[config.mk]
export PLATFORM = sky130hd
export DESIGN_NAME = serial_subtractor_flat
export DESIGN_NICKNAME = d
export VERILOG_FILES = /design/src/rtl/serial_subtractor_if.sv /design/src/rtl/serial_subtractor.sv /design/src/flat_wrapper.sv
export SDC_FILE = /design/constraint.sdc
export NUM_CORES = 1
export LEC_CHECK = 0
export BUFFER_PORTS_ARGS = -buffer_cell sky130_fd_sc_hd__buf_2
export CORE_MARGIN = 2
export CORE_UTILIZATION = 45
export DETAILED_ROUTE_END_ITERATION = 7
export PLACE_DENSITY = 0.67
export SLEW_MARGIN = 20
export SYNTH_ARGS = -nofsm -noshare
export SYNTH_HDL_FRONTEND = slang
export SYNTH_SLANG_ARGS = --single-unit
[constraint.sdc]
create_clock -name clk -period 2.7 [get_ports clk]
set_clock_uncertainty 0.1 [all_clocks]
set_input_delay 0.405 -clock clk [delete_from_list [all_inputs] [get_ports clk]]
set_output_delay 0.405 -clock clk [all_outputs]
set_load 0.02 [all_outputs]
[src/rtl/serial_subtractor_if.sv]
// Handshake and data bundle for the bit-serial subtractor: the requester drives
// start/operands, the subtractor returns status and registered results.
interface serial_subtractor_if #(
  parameter int WIDTH = 8
);

  logic             start;
  logic [WIDTH-1:0] operand1;
  logic [WIDTH-1:0] operand2;
  logic             busy;
  logic             done;
  logic [WIDTH-1:0] difference;
  logic             borrow;
  logic             zero;
  logic             overflow;

  modport master (
    output start,
    output operand1,
    output operand2,
    input  busy,
    input  done,
    input  difference,
    input  borrow,
    input  zero,
    input  overflow
  );

  modport slave (
    input  start,
    input  operand1,
    input  operand2,
    output busy,
    output done,
    output difference,
    output borrow,
    output zero,
    output overflow
  );

endinterface

[src/rtl/serial_subtractor.sv]
// Bit-serial two's-complement subtractor: one full-subtractor cell and a borrow
// flip-flop compute operand1 - operand2 LSB first over WIDTH clock cycles.
module serial_subtractor #(
  parameter int WIDTH = 8
) (
  input  logic                 clk,
  input  logic                 rst_n,
  serial_subtractor_if.slave   bus
);

  localparam int CNTW = $clog2(WIDTH + 1);

  typedef enum logic [1:0] {
    IDLE   = 2'd0,
    RUN    = 2'd1,
    FINISH = 2'd2
  } state_t;

  state_t           state;
  state_t           stateNext;

  logic [WIDTH-1:0] aSh;
  logic [WIDTH-1:0] bSh;
  logic [WIDTH-1:0] dSh;
  logic             brw;
  logic [CNTW-1:0]  cnt;

  logic [WIDTH-1:0] diffReg;
  logic             borrowReg;
  logic             zeroReg;
  logic             overflowReg;

  logic             bitA;
  logic             bitB;
  logic             bitD;
  logic             bitBout;
  logic [WIDTH-1:0] dShNext;
  logic             lastBit;

  // Full-subtractor cell working on the current LSBs of the operand shifters.
  always_comb begin
    bitA    = aSh[0];
    bitB    = bSh[0];
    bitD    = bitA ^ bitB ^ brw;
    bitBout = (~bitA & bitB) | (~(bitA ^ bitB) & brw);
    dShNext = {bitD, dSh[WIDTH-1:1]};
    lastBit = (cnt == CNTW'(WIDTH - 1));
  end

  always_ff @(posedge clk or negedge rst_n) begin
    if (!rst_n) begin
      state <= IDLE;
    end else begin
      state <= stateNext;
    end
  end

  always_comb begin
    stateNext = state;
    bus.busy  = 1'b0;
    bus.done  = 1'b0;
    case (state)
      IDLE: begin
        if (bus.start) begin
          stateNext = RUN;
        end
      end
      RUN: begin
        bus.busy = 1'b1;
        if (lastBit) begin
          stateNext = FINISH;
        end
      end
      FINISH: begin
        bus.busy  = 1'b1;
        bus.done  = 1'b1;
        stateNext = IDLE;
      end
      default: begin
        stateNext = IDLE;
      end
    endcase
  end

  // On the final bit the cell inputs are the latched operand MSBs, which is
  // exactly what the signed overflow test needs.
  always_ff @(posedge clk or negedge rst_n) begin
    if (!rst_n) begin
      aSh         <= '0;
      bSh         <= '0;
      dSh         <= '0;
      brw         <= 1'b0;
      cnt         <= '0;
      diffReg     <= '0;
      borrowReg   <= 1'b0;
      zeroReg     <= 1'b0;
      overflowReg <= 1'b0;
    end else begin
      case (state)
        IDLE: begin
          if (bus.start) begin
            aSh <= bus.operand1;
            bSh <= bus.operand2;
            brw <= 1'b0;
            cnt <= '0;
          end
        end
        RUN: begin
          aSh <= aSh >> 1;
          bSh <= bSh >> 1;
          dSh <= dShNext;
          brw <= bitBout;
          cnt <= cnt + CNTW'(1);
          if (lastBit) begin
            diffReg     <= dShNext;
            borrowReg   <= bitBout;
            zeroReg     <= (dShNext == '0);
            overflowReg <= (bitA != bitB) && (dShNext[WIDTH-1] != bitA);
          end
        end
        default: begin
        end
      endcase
    end
  end

  assign bus.difference = diffReg;
  assign bus.borrow     = borrowReg;
  assign bus.zero       = zeroReg;
  assign bus.overflow   = overflowReg;

endmodule

[src/flat_wrapper.sv]
// flat-port wrapper written by rule: the top's interface ports become plain ports
module serial_subtractor_flat 
#(
  parameter int WIDTH = 8
)
  (clk, rst_n, bus_start, bus_operand1, bus_operand2, bus_busy, bus_done, bus_difference, bus_borrow, bus_zero, bus_overflow);
  serial_subtractor_if #(.WIDTH(WIDTH)) bus_i ();
  input  logic clk;
  input  logic rst_n;
  input wire logic [$bits(bus_i.start)-1:0] bus_start;
  input wire logic [$bits(bus_i.operand1)-1:0] bus_operand1;
  input wire logic [$bits(bus_i.operand2)-1:0] bus_operand2;
  output wire logic [$bits(bus_i.busy)-1:0] bus_busy;
  output wire logic [$bits(bus_i.done)-1:0] bus_done;
  output wire logic [$bits(bus_i.difference)-1:0] bus_difference;
  output wire logic [$bits(bus_i.borrow)-1:0] bus_borrow;
  output wire logic [$bits(bus_i.zero)-1:0] bus_zero;
  output wire logic [$bits(bus_i.overflow)-1:0] bus_overflow;
  assign bus_i.start = bus_start;
  assign bus_i.operand1 = bus_operand1;
  assign bus_i.operand2 = bus_operand2;
  assign bus_busy = bus_i.busy;
  assign bus_done = bus_i.done;
  assign bus_difference = bus_i.difference;
  assign bus_borrow = bus_i.borrow;
  assign bus_zero = bus_i.zero;
  assign bus_overflow = bus_i.overflow;
  serial_subtractor #(.WIDTH(WIDTH)) u_core (.clk(clk), .rst_n(rst_n), .bus(bus_i));
endmodule
==> results.md, run 1 <==
- Number of hold buffers added after cts: 0
- Power per Cell Area: 1120 nW/um2
- Critical Path Fanout Max: 33
- Final hold viol count: 0
- Clock-pin slew of the registers on the worst-case setup and hold paths: 0.08 ns
- Initial Utilization: 46.44%
- Mean post-synth cell area: 11.67 um2
- Number of antenna violations at the first check in global routing: 0
- FFs w/ async S/R, synth: between 90% and 100%
- Total iterations of the first detailed-routing run: 4
- Height of the die: 68.02 um
- First-pass GRT wire length: roughly 5700 um
- Core outline area: 3971 um2
- Number of storage elements in the synthesis netlist: 41
- Reg-to-reg setup timing slack: between 0.8 and 0.9 ns
- Global placement routability congestion: 0.7778
- Number of cell rows: 23
- Aggregate global-route resource usage: 16.70%
- Total power after layout: 2398 uW
- Most numerous cell in the Yosys netlist: sky130_fd_sc_hd__dfrtp_1
- Number of nets in the layout: 215
- Element type at the critical path end: flip-flop
- Cell area after synthesis: between 1500 and 2000 um2
- Number of global-route vias before repair: 1281
- Yosys cell types: 27
- Final antenna diode count: 0
- Avg Vias per Cell: 5.154
- Placed insts: 233
- CTS tree: done
- Maximum number of pins on one net before global-route repair: 42
- Warnings, synthesis: 0
- Area fraction of the dominant cell type after synthesis: 55.63%
- Total Neg Setup Slack: 0 ns
- Fraction of the cycle the final worst path needs: 69.85%
- Clock latency reported for the late side of the worst-skew pair: between 0.2 and 0.3 ns
- Cts repair resizes: 0
- Result of the run: complete, no violations
- Worst slew pin tran: 0.8963 ns
- Clock Sink Count: 41
- Share of cells above drive strength 1: 29.84%
- Number of maximum-capacitance constraint violations: 0
- Detailed-route via count: 1242
- Routed wire length: 3270 um
- Element type at the critical path start: flip-flop
- CTS Root Buffer Type: sky130_fd_sc_hd__clkbuf_8
- Type of the tightest min-delay check: in -> async
- Cell taking the most area after synthesis: sky130_fd_sc_hd__dfrtp_1
- Boundary Pins: 32
- Worst r2r path cells: 5
- Area growth from synthesis to final layout: 16.08%
- Reg-to-Reg Start: u_core.state[1]$_DFFE_PN0P_
- DRC violations left: 0
- Maximum ir drop on the vdd rail: 0.4542 mV
- Routed wirelength normalized by instance count: 13.57 um
- Required arrival time at the worst endpoint: 2.82 ns
- Fin area: 2141 um2
- Static power due to leakage: 0.001079 uW
- Placed standard-cell area: 2039 um2
- Dominant cells by area after synthesis: sky130_fd_sc_hd__dfrtp_1 (56%), sky130_fd_sc_hd__mux2i_1 (8.7%), sky130_fd_sc_hd__mux2_2 (7.9%)
- Post-synth net total: 183
- Setup repair bufs after CTS: 0
- Final number of max-transition violations: 0
- Bufs on Longest Clock Path: 2
- Most used DFF post-synth: sky130_fd_sc_hd__dfrtp_1
- Seq/Total Area, Yosys: 55.63%
- Post-route non-filler standard cell count: around 240
- Port buffer count: 31
- Post-route core utilization: 53.91%
- H-Tree Level Count: 2
- Shortest period the worst path allows: 1.886 ns
- Die span in x: 68.02 um
- CP Class: reg -> reg
- Post-synth EDFFs: 0
- Maximum clock frequency: approximately 0.53 GHz
- GRT overflow: 0
- Estimated wirelength of the detail-placed design: 2319 um
- Critical Path AT: 2.01 ns
- Unrepaired setup endpoints after global routing: false
- Leading post-synthesis cells by instance count: sky130_fd_sc_hd__dfrtp_1 (41), sky130_fd_sc_hd__nand2_1 (24), sky130_fd_sc_hd__o21ai_0 (22), sky130_fd_sc_hd__mux2i_1 (16), sky130_fd_sc_hd__mux2_2 (13)
- Die ar.: 4627 um2
- Count of endpoints failing setup in the final report: 0
- Worst R2R End: u_core.cnt[3]$_DFFE_PN0P_
- DRC marker count from the first detailed-route iteration: 54
- Max transition margin: 40.25%
- Residual antenna-violating net count after detailed routing: 0
- Cells after Synth: 158
- Inserted Clock Buffers: 5
-- cells in the final DEF, fill, tap and decap left out --
cell,synthesis,layout
sky130_fd_sc_hd__dfrtp_1,41,41
sky130_fd_sc_hd__buf_2,6,31
sky130_fd_sc_hd__nand2_1,24,24
sky130_fd_sc_hd__o21ai_0,22,22
sky130_fd_sc_hd__mux2i_1,16,15
sky130_fd_sc_hd__mux2_2,13,13
sky130_fd_sc_hd__clkbuf_8,0,7
sky130_fd_sc_hd__ha_1,5,5
sky130_fd_sc_hd__inv_1,4,4
sky130_fd_sc_hd__nand3_1,4,4
sky130_fd_sc_hd__buf_4,0,3
sky130_fd_sc_hd__nor2b_1,2,2
sky130_fd_sc_hd__a32o_1,2,2
sky130_fd_sc_hd__a21oi_1,2,2
sky130_fd_sc_hd__nand2b_1,2,2
sky130_fd_sc_hd__or2b_1,1,1
sky130_fd_sc_hd__mux2i_2,0,1
sky130_fd_sc_hd__nand4b_2,1,1
sky130_fd_sc_hd__xor2_1,1,1
sky130_fd_sc_hd__o31ai_1,1,1
sky130_fd_sc_hd__nor4_1,1,1
sky130_fd_sc_hd__nor4b_1,1,1
sky130_fd_sc_hd__nand3b_1,1,1
sky130_fd_sc_hd__nor2_1,1,1
sky130_fd_sc_hd__a311oi_1,1,1
sky130_fd_sc_hd__or4b_1,1,1
sky130_fd_sc_hd__o22ai_1,1,1
sky130_fd_sc_hd__fa_1,1,1
sky130_fd_sc_hd__clkinv_2,0,1
-- worst max-delay path: stages (launching register included) --
cell and delay, ns:
sky130_fd_sc_hd__dfrtp_1 0.39, sky130_fd_sc_hd__inv_1 0.10, sky130_fd_sc_hd__ha_1 0.24, sky130_fd_sc_hd__buf_4 0.42, sky130_fd_sc_hd__or4b_1 0.47, sky130_fd_sc_hd__nand3_1 0.09
-- routing by layer --
layer | track usage, % | vias up | wire length [um]
li1 | - | 612 | -
met1 | 19.40 | 592 | 1469
met2 | 28.76 | 30 | 1566
met3 | 4.441 | 8 | 168
met4 | 7.500 | 0 | 65
met5 | 0 | - | 0
-- per-stage QoR --
step | setup WS, ns | hold WS (ns)
global route | 0.7226 | 0.2103
global placement | 0.9142 | 0.3572
finish | 0.8140 | 0.1352
floorplan | 1.025 | 0.009409
CTS | 0.8087 | 0.1650
detailed placement | 0.8431 | 0.3696
-- layout make-up --
| cell class | instances | area, um2 |
|---|---|---|
| Tap cell | 50 | 62.56 |
| Clock inverter | 1 | 5.005 |
| Inverter | 4 | 15.01 |
| Sequential cell | 41 | 1026 |
| Multi-Input combinational cell | 104 | 758.2 |
| Clock buffer | 7 | 96.34 |
| Timing Repair Buffer | 34 | 177.7 |
| Fill cell | 367 | 1831 |
-- logic make-up (layout without fill, tap and decap cells) --
group                      Yosys count  after routing  share of synthesized area, %
AOI/OAI and AO/OA                   29             29                         8.820
xor gates and xnor gates             1              1                        0.4750
adders and majority gates            6              6                         4.478
buffers and inverters               13             46                         3.460
DFF                                 41             41                         55.63
muxes                               29             29                         16.62
and+or+nand+nor                     39             39                         10.52
-- sequential cells by signal, summed over array words and instances (netlist names) --
name	cells
u_core.bus.borrow	1
u_core.dSh	7
u_core.aSh	8
u_core.bSh	8
u_core.bus.zero	1
u_core.state	2
u_core.bus.overflow	1
u_core.bus.difference	8
u_core.brw	1
u_core.cnt	4
-- power breakdown --
| group | internal, uW | total, uW | leakage (uW) | switching (uW) |
|---|---|---|---|---|
| Combinational | 425 | 927 | 0.000496 | 501 |
| Sequential | 872 | 1040 | 0.000529 | 171 |
| Clock | 231 | 429 | 0.0000542 | 198 |
-- worst max-delay path by stage --
stage | from | end | cells past startpoint
final | u_core.state[1]$_DFFE_PN0P_ | u_core.cnt[3]$_DFFE_PN0P_ | 5
after global routing | u_core.state[1]$_DFFE_PN0P_ | u_core.cnt[3]$_DFFE_PN0P_ | 5
after CTS | u_core.state[1]$_DFFE_PN0P_ | u_core.cnt[3]$_DFFE_PN0P_ | 5
after detailed placement | u_core.state[1]$_DFFE_PN0P_ | u_core.cnt[3]$_DFFE_PN0P_ | 5
after global placement | u_core.state[1]$_DFFE_PN0P_ | u_core.cnt[3]$_DFFE_PN0P_ | 5
after floorplan | u_core.state[1]$_DFFE_PN0P_ | u_core.cnt[3]$_DFFE_PN0P_ | 7
No activity file was read; power rests on OpenSTA's default activity.
==> run 2, diff against run 1 <==
==> constraint.sdc (replaced) <==
create_clock -name clk -period 1.9 [get_ports clk]
set_clock_uncertainty 0.1 [all_clocks]
set_input_delay 0.285 -clock clk [delete_from_list [all_inputs] [get_ports clk]]
set_output_delay 0.285 -clock clk [all_outputs]
set_load 0.02 [all_outputs]
==> run 2 against run 1 <==
Compared with the run above: utilization up 2.1 points; combinational power rose by 46%; total power rose by 53%; via count rose by 0.72%; global-route usage up 0.23 points; cell count is 2.5% higher; wire length increased by 1.9%; maximum frequency rose by 8.1%; first-iteration DRC count fell by 22%; die area unchanged; critical endpoint unchanged.
==> results.md, run 2 (synthesized netlist as in run 1, its figures left out) <==
- Most frequent standard cell in the layout excluding fill and tap cells: sky130_fd_sc_hd__dfrtp_1
- Final number of max-transition violations: 0 (unchanged)
- Post-route non-filler standard cell count: 247 (+2.5%)
- Clock latency reported for the late side of the worst-skew pair: 0.30 ns (about the same)
- Residual antenna-violating net count after detailed routing: 0 (unchanged)
- Final antenna diode count: 0 (unchanged)
- Met2 global-route usage: 26.94% (-1.8 points)
- Final hold viol count: 0 (unchanged)
- Port buffer count: 31 (unchanged)
- Routed wire length: 3331 um (+1.9%)
- Maximum number of pins on one net before global-route repair: 29 (-31%)
- First-pass GRT wire length: 5651 um (-0.48%)
- Worst slew pin tran: 0.6126 ns (-0.2837 ns)
- Static power due to leakage: 0.001121 uW (+3.9%)
- Bufs on Longest Clock Path: 2 (unchanged)
- Routed wirelength normalized by instance count: 13.49 um (-0.61%)
- Clock Sink Count: 41 (unchanged)
- Area growth from synthesis to final layout: 20.62%
- Height of the die: 68.02 um (unchanged)
- CTS tree: done
- DRC marker count from the first detailed-route iteration: 42 (-22%)
- Total iterations of the first detailed-routing run: 4 (unchanged)
- Fin area: 2225 um2 (+3.9%)
- Count of endpoints failing setup in the final report: 0 (unchanged)
- Busiest grt layer: met2
- Shortest period the worst path allows: 1.745 ns (-0.1411 ns)
- CP Class: reg -> reg
- Fill cells: 356 (-3.0%)
- Power per Cell Area: 1654 nW/um2 (+48%)
- Result of the run: complete, no violations
- Max transition margin: 59.16% (+19 points)
- Maximum clock frequency: 0.5731 GHz (+8.1%)
- Share of cells above drive strength 1: 31.47% (+1.6 points)
- Placed standard-cell area: 2077 um2 (+1.8%)
- Required arrival time at the worst endpoint: 2.03 ns (-0.79 ns)
- Clock-pin slew of the registers on the worst-case setup and hold paths: 0.08 ns (about the same)
- Avg Vias per Cell: 5.065 (-1.7%)
- Number of maximum-capacitance constraint violations: 0 (unchanged)
- Detailed-route via count: 1251 (+0.72%)
- Maximum ir drop on the vdd rail: 0.6500 mV (+43%)
- DRC violations left: 0 (unchanged)
- Met1 global-route usage: 21.96% (+2.6 points)
- Aggregate global-route resource usage: 16.93% (+0.23 points)
- Initial Utilization: 46.44% (unchanged)
- Critical Path AT: 1.88 ns (-0.13 ns)
- Total Neg Setup Slack: 0 ns (unchanged)
- Number of cell rows: 23 (unchanged)
- Instance count along the most critical hold path: 3
- Element type at the critical path start: flip-flop
- Inserted Clock Buffers: 5 (unchanged)
- CTS Root Buffer Type: sky130_fd_sc_hd__clkbuf_8
- Combined area of the multi-input logic cells: 758.2 um2 (unchanged)
- Number of nets in the layout: 221 (+2.8%)
- Number of antenna violations at the first check in global routing: 0 (unchanged)
- Element type at the critical path end: flip-flop
- Placed insts: 238 (+2.1%)
- GRT overflow: 0 (unchanged)
- Core outline area: 3971 um2 (unchanged)
- Area taken by flip-flops and latches: 1026 um2 (unchanged)
- Number of global-route vias before repair: 1214 (-5.2%)
- Type of the tightest min-delay check: in -> reg
- Global placement routability congestion: 0.7364 (-5.3%)
- Die span in x: 68.02 um (unchanged)
- Setup repair bufs after CTS: 0 (unchanged)
- H-Tree Level Count: 2 (unchanged)
- M3 GR Usage: 6.086% (+1.6 points)
- Leading cell types in the layout, fill and taps excluded: sky130_fd_sc_hd__dfrtp_1 (41), sky130_fd_sc_hd__buf_2 (31), sky130_fd_sc_hd__nand2_1 (24)
- Boundary Pins: 32 (unchanged)
- Unrepaired setup endpoints after global routing: false
- Fraction of the cycle the final worst path needs: 91.84% (+22 points)
- Worst r2r path cells: 6 (+1)
- Die ar.: 4627 um2 (unchanged)
- Critical Path Fanout Max: 7 (-79%)
- Estimated wirelength of the detail-placed design: 2396 um (+3.3%)
## run 2: final cells by class
class | count | share of cell area, %
clock inverter | 3 | 3.093
inverter | 4 | 0.6749
multi-input combinational | 104 | 34.08
clock buffer | 5 | 3.093
tap | 50 | 2.812
sequential | 41 | 46.12
timing repair buffer | 40 | 10.12
## run 2: timing repair
action                                  in CTS  in global routing
gates resized for setup                      0                  0
hold endpoints to repair                    26                  0
hold buffers                                 1                  0
endpoints found under the setup margin       0                  0
## run 2: worst max-delay path: stages, from the launching register on
cell,delay (ns)
sky130_fd_sc_hd__dfrtp_1,0.39
sky130_fd_sc_hd__inv_1,0.11
sky130_fd_sc_hd__ha_1,0.20
sky130_fd_sc_hd__buf_4,0.16
sky130_fd_sc_hd__mux2i_2,0.09
sky130_fd_sc_hd__or4b_1,0.53
sky130_fd_sc_hd__nand3_1,0.11
## run 2: stage by stage
| step | util [%] | power (uW) | hold WS (ns) | worst slack [ns] |
|---|---|---|---|---|
| final | 56.02 | 3679 | 0.1307 | 0.1551 |
| after global routing | 56.02 | 3976 | 0.1491 | 0.05018 |
| after CTS | 56.02 | 3722 | 0.1275 | 0.1577 |
| after detailed placement | 52.30 | 2863 | 0.2346 | 0.1922 |
| after global placement | 52.30 | 2788 | 0.2261 | 0.2707 |
| after floorplan | - | 2483 | -0.1106 | 0.2254 |
## run 2: layer usage
layer / part of all wire (%) / up-vias / wire length [um]
met2: 47 / 31 / 1550
met5: 0 / - / 0
met4: 0.84 / 0 / 28
li1: - / 623 / -
met3: 5.7 / 5 / 190
met1: 47 / 592 / 1563
## run 2: worst paths after layout
path | endpoint | start | slack (ns)
max reg2reg | u_core.cnt[3]$_DFFE_PN0P_ | u_core.state[1]$_DFFE_PN0P_ | 0.16
min in group asynchronous | u_core.bus.difference[0]$_DFFE_PN0P_ | rst_n | 0.43
max | u_core.cnt[3]$_DFFE_PN0P_ | u_core.state[1]$_DFFE_PN0P_ | 0.16
min | u_core.bSh[7]$_DFFE_PN0P_ | bus_operand2[7] | 0.13
min reg2reg | u_core.aSh[2]$_DFFE_PN0P_ | u_core.aSh[2]$_DFFE_PN0P_ | 0.38
max in group asynchronous | u_core.bSh[7]$_DFFE_PN0P_ | rst_n | 0.72
## run 2: where the power goes
part | internal, uW | switching [uW] | total [uW] | leakage (uW)
clock network | 529 | 318 | 847 | 0.0000687
registers | 1240 | 241 | 1480 | 0.000529
logic | 632 | 721 | 1350 | 0.000524
total | 2400 | 1280 | 3680 | 0.00112
==> run 3, diff against run 2 <==
--- a/config.mk
+++ b/config.mk
@@ -10,6 +10,7 @@
 export CORE_UTILIZATION = 45
 export DETAILED_ROUTE_END_ITERATION = 7
 export PLACE_DENSITY = 0.67
+export REMOVE_ABC_BUFFERS = 1
 export SLEW_MARGIN = 20
 export SYNTH_ARGS = -nofsm -noshare
 export SYNTH_HDL_FRONTEND = slang
==> run 3 against run 2 <==
Compared with the run above: non-clock buffer count fell by 3; combinational power about the same; highest routed layer unchanged; hold slack better by 0.019 ns; sequential share of layout area grew 1.3 points; maximum frequency fell by 0.91%; critical path depth fell by 1; wire length is 3.0% lower; first-iteration DRC count up 95%; cell count shrank 1.2%; largest power group unchanged; register-to-register slack got worse by 0.02 ns; clock-buffer cell count up 3; clock power fell by 36%; critical path type unchanged.
==> results.md, run 3 (synthesized netlist as in run 1, its figures left out) <==
- CTS tree: done
- Detailed-route via count: 1224 (-2.2%)
- Endpoint of the worst setup timing path: u_core.bus.zero$_DFFE_PN0P_
- CP Class: reg -> reg
- Bufs on Longest Clock Path: 2 (unchanged)
- H-Tree Level Count: 2 (unchanged)
- Total power after layout: 3393 uW (-7.8%)
- GRT overflow: 0 (unchanged)
- Worst slew pin tran: 0.5052 ns (-0.1074 ns)
- Number of cell rows: 23 (unchanged)
- Final hold viol count: 0 (unchanged)
- Switching share of total power: 36.68% (+1.9 points)
- Die span in x: 68.02 um (unchanged)
- Port buffer count: 31 (unchanged)
- Routed wirelength normalized by instance count: 13.24 um (-1.8%)
- Most frequent standard cell in the layout excluding fill and tap cells: sky130_fd_sc_hd__dfrtp_1
- Gate power share: 40.2% (+3.4 points)
- Fin area: 2166 um2 (-2.6%)
- Reg-to-reg setup timing slack: 0.14 ns (-0.02 ns)
- Total iterations of the first detailed-routing run: 4 (unchanged)
- Number of antenna violations at the first check in global routing: 0 (unchanged)
- Number of nets in the layout: 218 (-1.4%)
- Inserted Clock Buffers: 5 (unchanged)
- Start point of the critical path: u_core.aSh[0]$_DFFE_PN0P_
- Result of the run: complete, no violations
- Boundary Pins: 32 (unchanged)
- Element type at the critical path start: flip-flop
- Required arrival time at the worst endpoint: 2.00 ns (-0.03 ns)
- Number of maximum-capacitance constraint violations: 0 (unchanged)
- Part of the power in the clock network: 15.9% (-7.1 points)
- DRC violations left: 0 (unchanged)
- Critical Path Fanout Max: 4 (-3)
- Worst r2r path cells: 5 (-1)
- Number of global-route vias before repair: 1220 (+0.49%)
- Final antenna diode count: 0 (unchanged)
- Avg Vias per Cell: 5.016 (-0.96%)
- Worst R2R End: u_core.bus.zero$_DFFE_PN0P_
- Maximum number of pins on one net before global-route repair: 42 (+45%)
- Final number of max-transition violations: 0 (unchanged)
- Die ar.: 4627 um2 (unchanged)
- Area taken by flip-flops and latches: 1026 um2 (unchanged)
- Fraction of the cycle the final worst path needs: 92.68% (+0.84 points)
- Height of the die: 68.02 um (unchanged)
- Maximum ir drop on the vdd rail: 0.6984 mV (+7.5%)
- Maximum clock frequency: 0.5679 GHz (-0.91%)
- Clock-pin slew of the registers on the worst-case setup and hold paths: 0.07 ns (about the same)
- First-pass GRT wire length: 5540 um (-2.0%)
- Sequential share of power: 43.9% (+3.7 points)
- Post-route non-filler standard cell count: 244 (-1.2%)
- Global placement routability congestion: 0.7388 (+0.33%)
- Clock latency reported for the late side of the worst-skew pair: 0.29 ns (about the same)
- Internal power: 2148 uW (-10%)
- Type of the tightest min-delay check: in -> reg
- Final hold slack: 0.1499 ns (+0.01913 ns)
- Routed wire length: 3231 um (-3.0%)
- Power per Cell Area: 1566 nW/um2 (-5.3%)
- Clock Sink Count: 41 (unchanged)
- Placed standard-cell area: 2067 um2 (-0.48%)
- Leading cell types in the layout, fill and taps excluded: sky130_fd_sc_hd__dfrtp_1 (41), sky130_fd_sc_hd__buf_2 (31), sky130_fd_sc_hd__nand2_1 (24)
- Element type at the critical path end: flip-flop
- Aggregate global-route resource usage: 16.51% (-0.42 points)
- CTS Root Buffer Type: sky130_fd_sc_hd__clkbuf_8
- Net switching power: 1244 uW (-2.7%)
- Residual antenna-violating net count after detailed routing: 0 (unchanged)
- Static power due to leakage: 0.001100 uW (-1.9%)
- Setup repair bufs after CTS: 0 (unchanged)
- Placed insts: 235 (-1.3%)
- Core outline area: 3971 um2 (unchanged)
- Fill cells: 363 (+2.0%)
- Critical Path AT: 1.86 ns (-0.02 ns)
- Reg-to-Reg Start: u_core.aSh[0]$_DFFE_PN0P_
- Source of the worst hold timing path: bus_operand1[7]
- Unrepaired setup endpoints after global routing: false
- Count of endpoints failing setup in the final report: 0 (unchanged)
- Initial Utilization: 46.44% (unchanged)
- Total Neg Setup Slack: 0 ns (unchanged)
- Shortest period the worst path allows: 1.761 ns (+0.01597 ns)
- Estimated wirelength of the detail-placed design: 2272 um (-5.2%)
- DRC marker count from the first detailed-route iteration: 82 (+95%)
- Share of cells above drive strength 1: 28.87% (-2.6 points)
- Combined area of the multi-input logic cells: 767.0 um2 (+1.2%)
- Max transition margin: 66.32% (+7.2 points)
- Area growth from synthesis to final layout: 17.44%
## run 3: worst min path at each step
stage / to / slack (ns) / cells after the start
6_report: u_core.aSh[7]$_DFFE_PN0P_ / 0.15 / 3
2_1_floorplan: u_core.aSh[0]$_DFFE_PN0P_ / -0.11 / 0
4_1_cts: u_core.aSh[7]$_DFFE_PN0P_ / 0.15 / 3
5_1_grt: u_core.bSh[7]$_DFFE_PN0P_ / 0.18 / 3
3_5_place_dp: u_core.bus.difference[5]$_DFFE_PN0P_ / 0.28 / 2
3_3_place_gp: u_core.bus.difference[5]$_DFFE_PN0P_ / 0.27 / 2
## run 3: critical path: stages, from the launching register on
cell and delay [ns]:
sky130_fd_sc_hd__dfrtp_1 0.39, sky130_fd_sc_hd__inv_1 0.08, sky130_fd_sc_hd__fa_1 0.57, sky130_fd_sc_hd__nor4b_1 0.27, sky130_fd_sc_hd__nand2_1 0.08, sky130_fd_sc_hd__o21ai_0 0.18
## run 3: layout make-up
class	instances	share of cell area, %
Multi-Input combinational cell	104	35.41
Clock buffer	8	3.697
Inverter	4	0.6932
Tap cell	50	2.889
Timing Repair Buffer	37	9.936
Sequential cell	41	47.37
## run 3: timing repair
action / 4_1_cts / 5_1_grt
hold buffers: 1 / 0
endpoints found under the setup margin: 0 / 12
endpoints found under the hold margin: 41 / 0
gates resized for setup: 0 / 1
## run 3: through the flow
| step | setup slack [ns] | utilization [%] |
|---|---|---|
| 5_1_grt | 0.007205 | 54.54 |
| 2_1_floorplan | -1.306 | - |
| 4_1_cts | 0.04459 | 54.32 |
| 6_report | 0.1391 | 54.54 |
| 3_3_place_gp | 0.1414 | 52.05 |
| 3_5_place_dp | 0.04503 | 52.05 |
## run 3: layer usage
layer  up-vias  share of wire [%]  track usage [%]
li1        613                  -                -
met1       574                 44            19.91
met2        33                 51            27.55
met3         4                4.1            3.947
met4         0                1.2            8.250
met5         -                  0                0
## run 3: power by group through the flow
| stage | Combinational (uW) | Clock (uW) | Sequential, uW |
|---|---|---|---|
| after floorplan | 906 | 0 | 1530 |
| after global placement | 1320 | 0 | 1480 |
| after detailed placement | 1390 | 0 | 1510 |
| after CTS | 1390 | 561 | 1490 |
| after global routing | 1570 | 597 | 1540 |
| final | 1360 | 538 | 1490 |
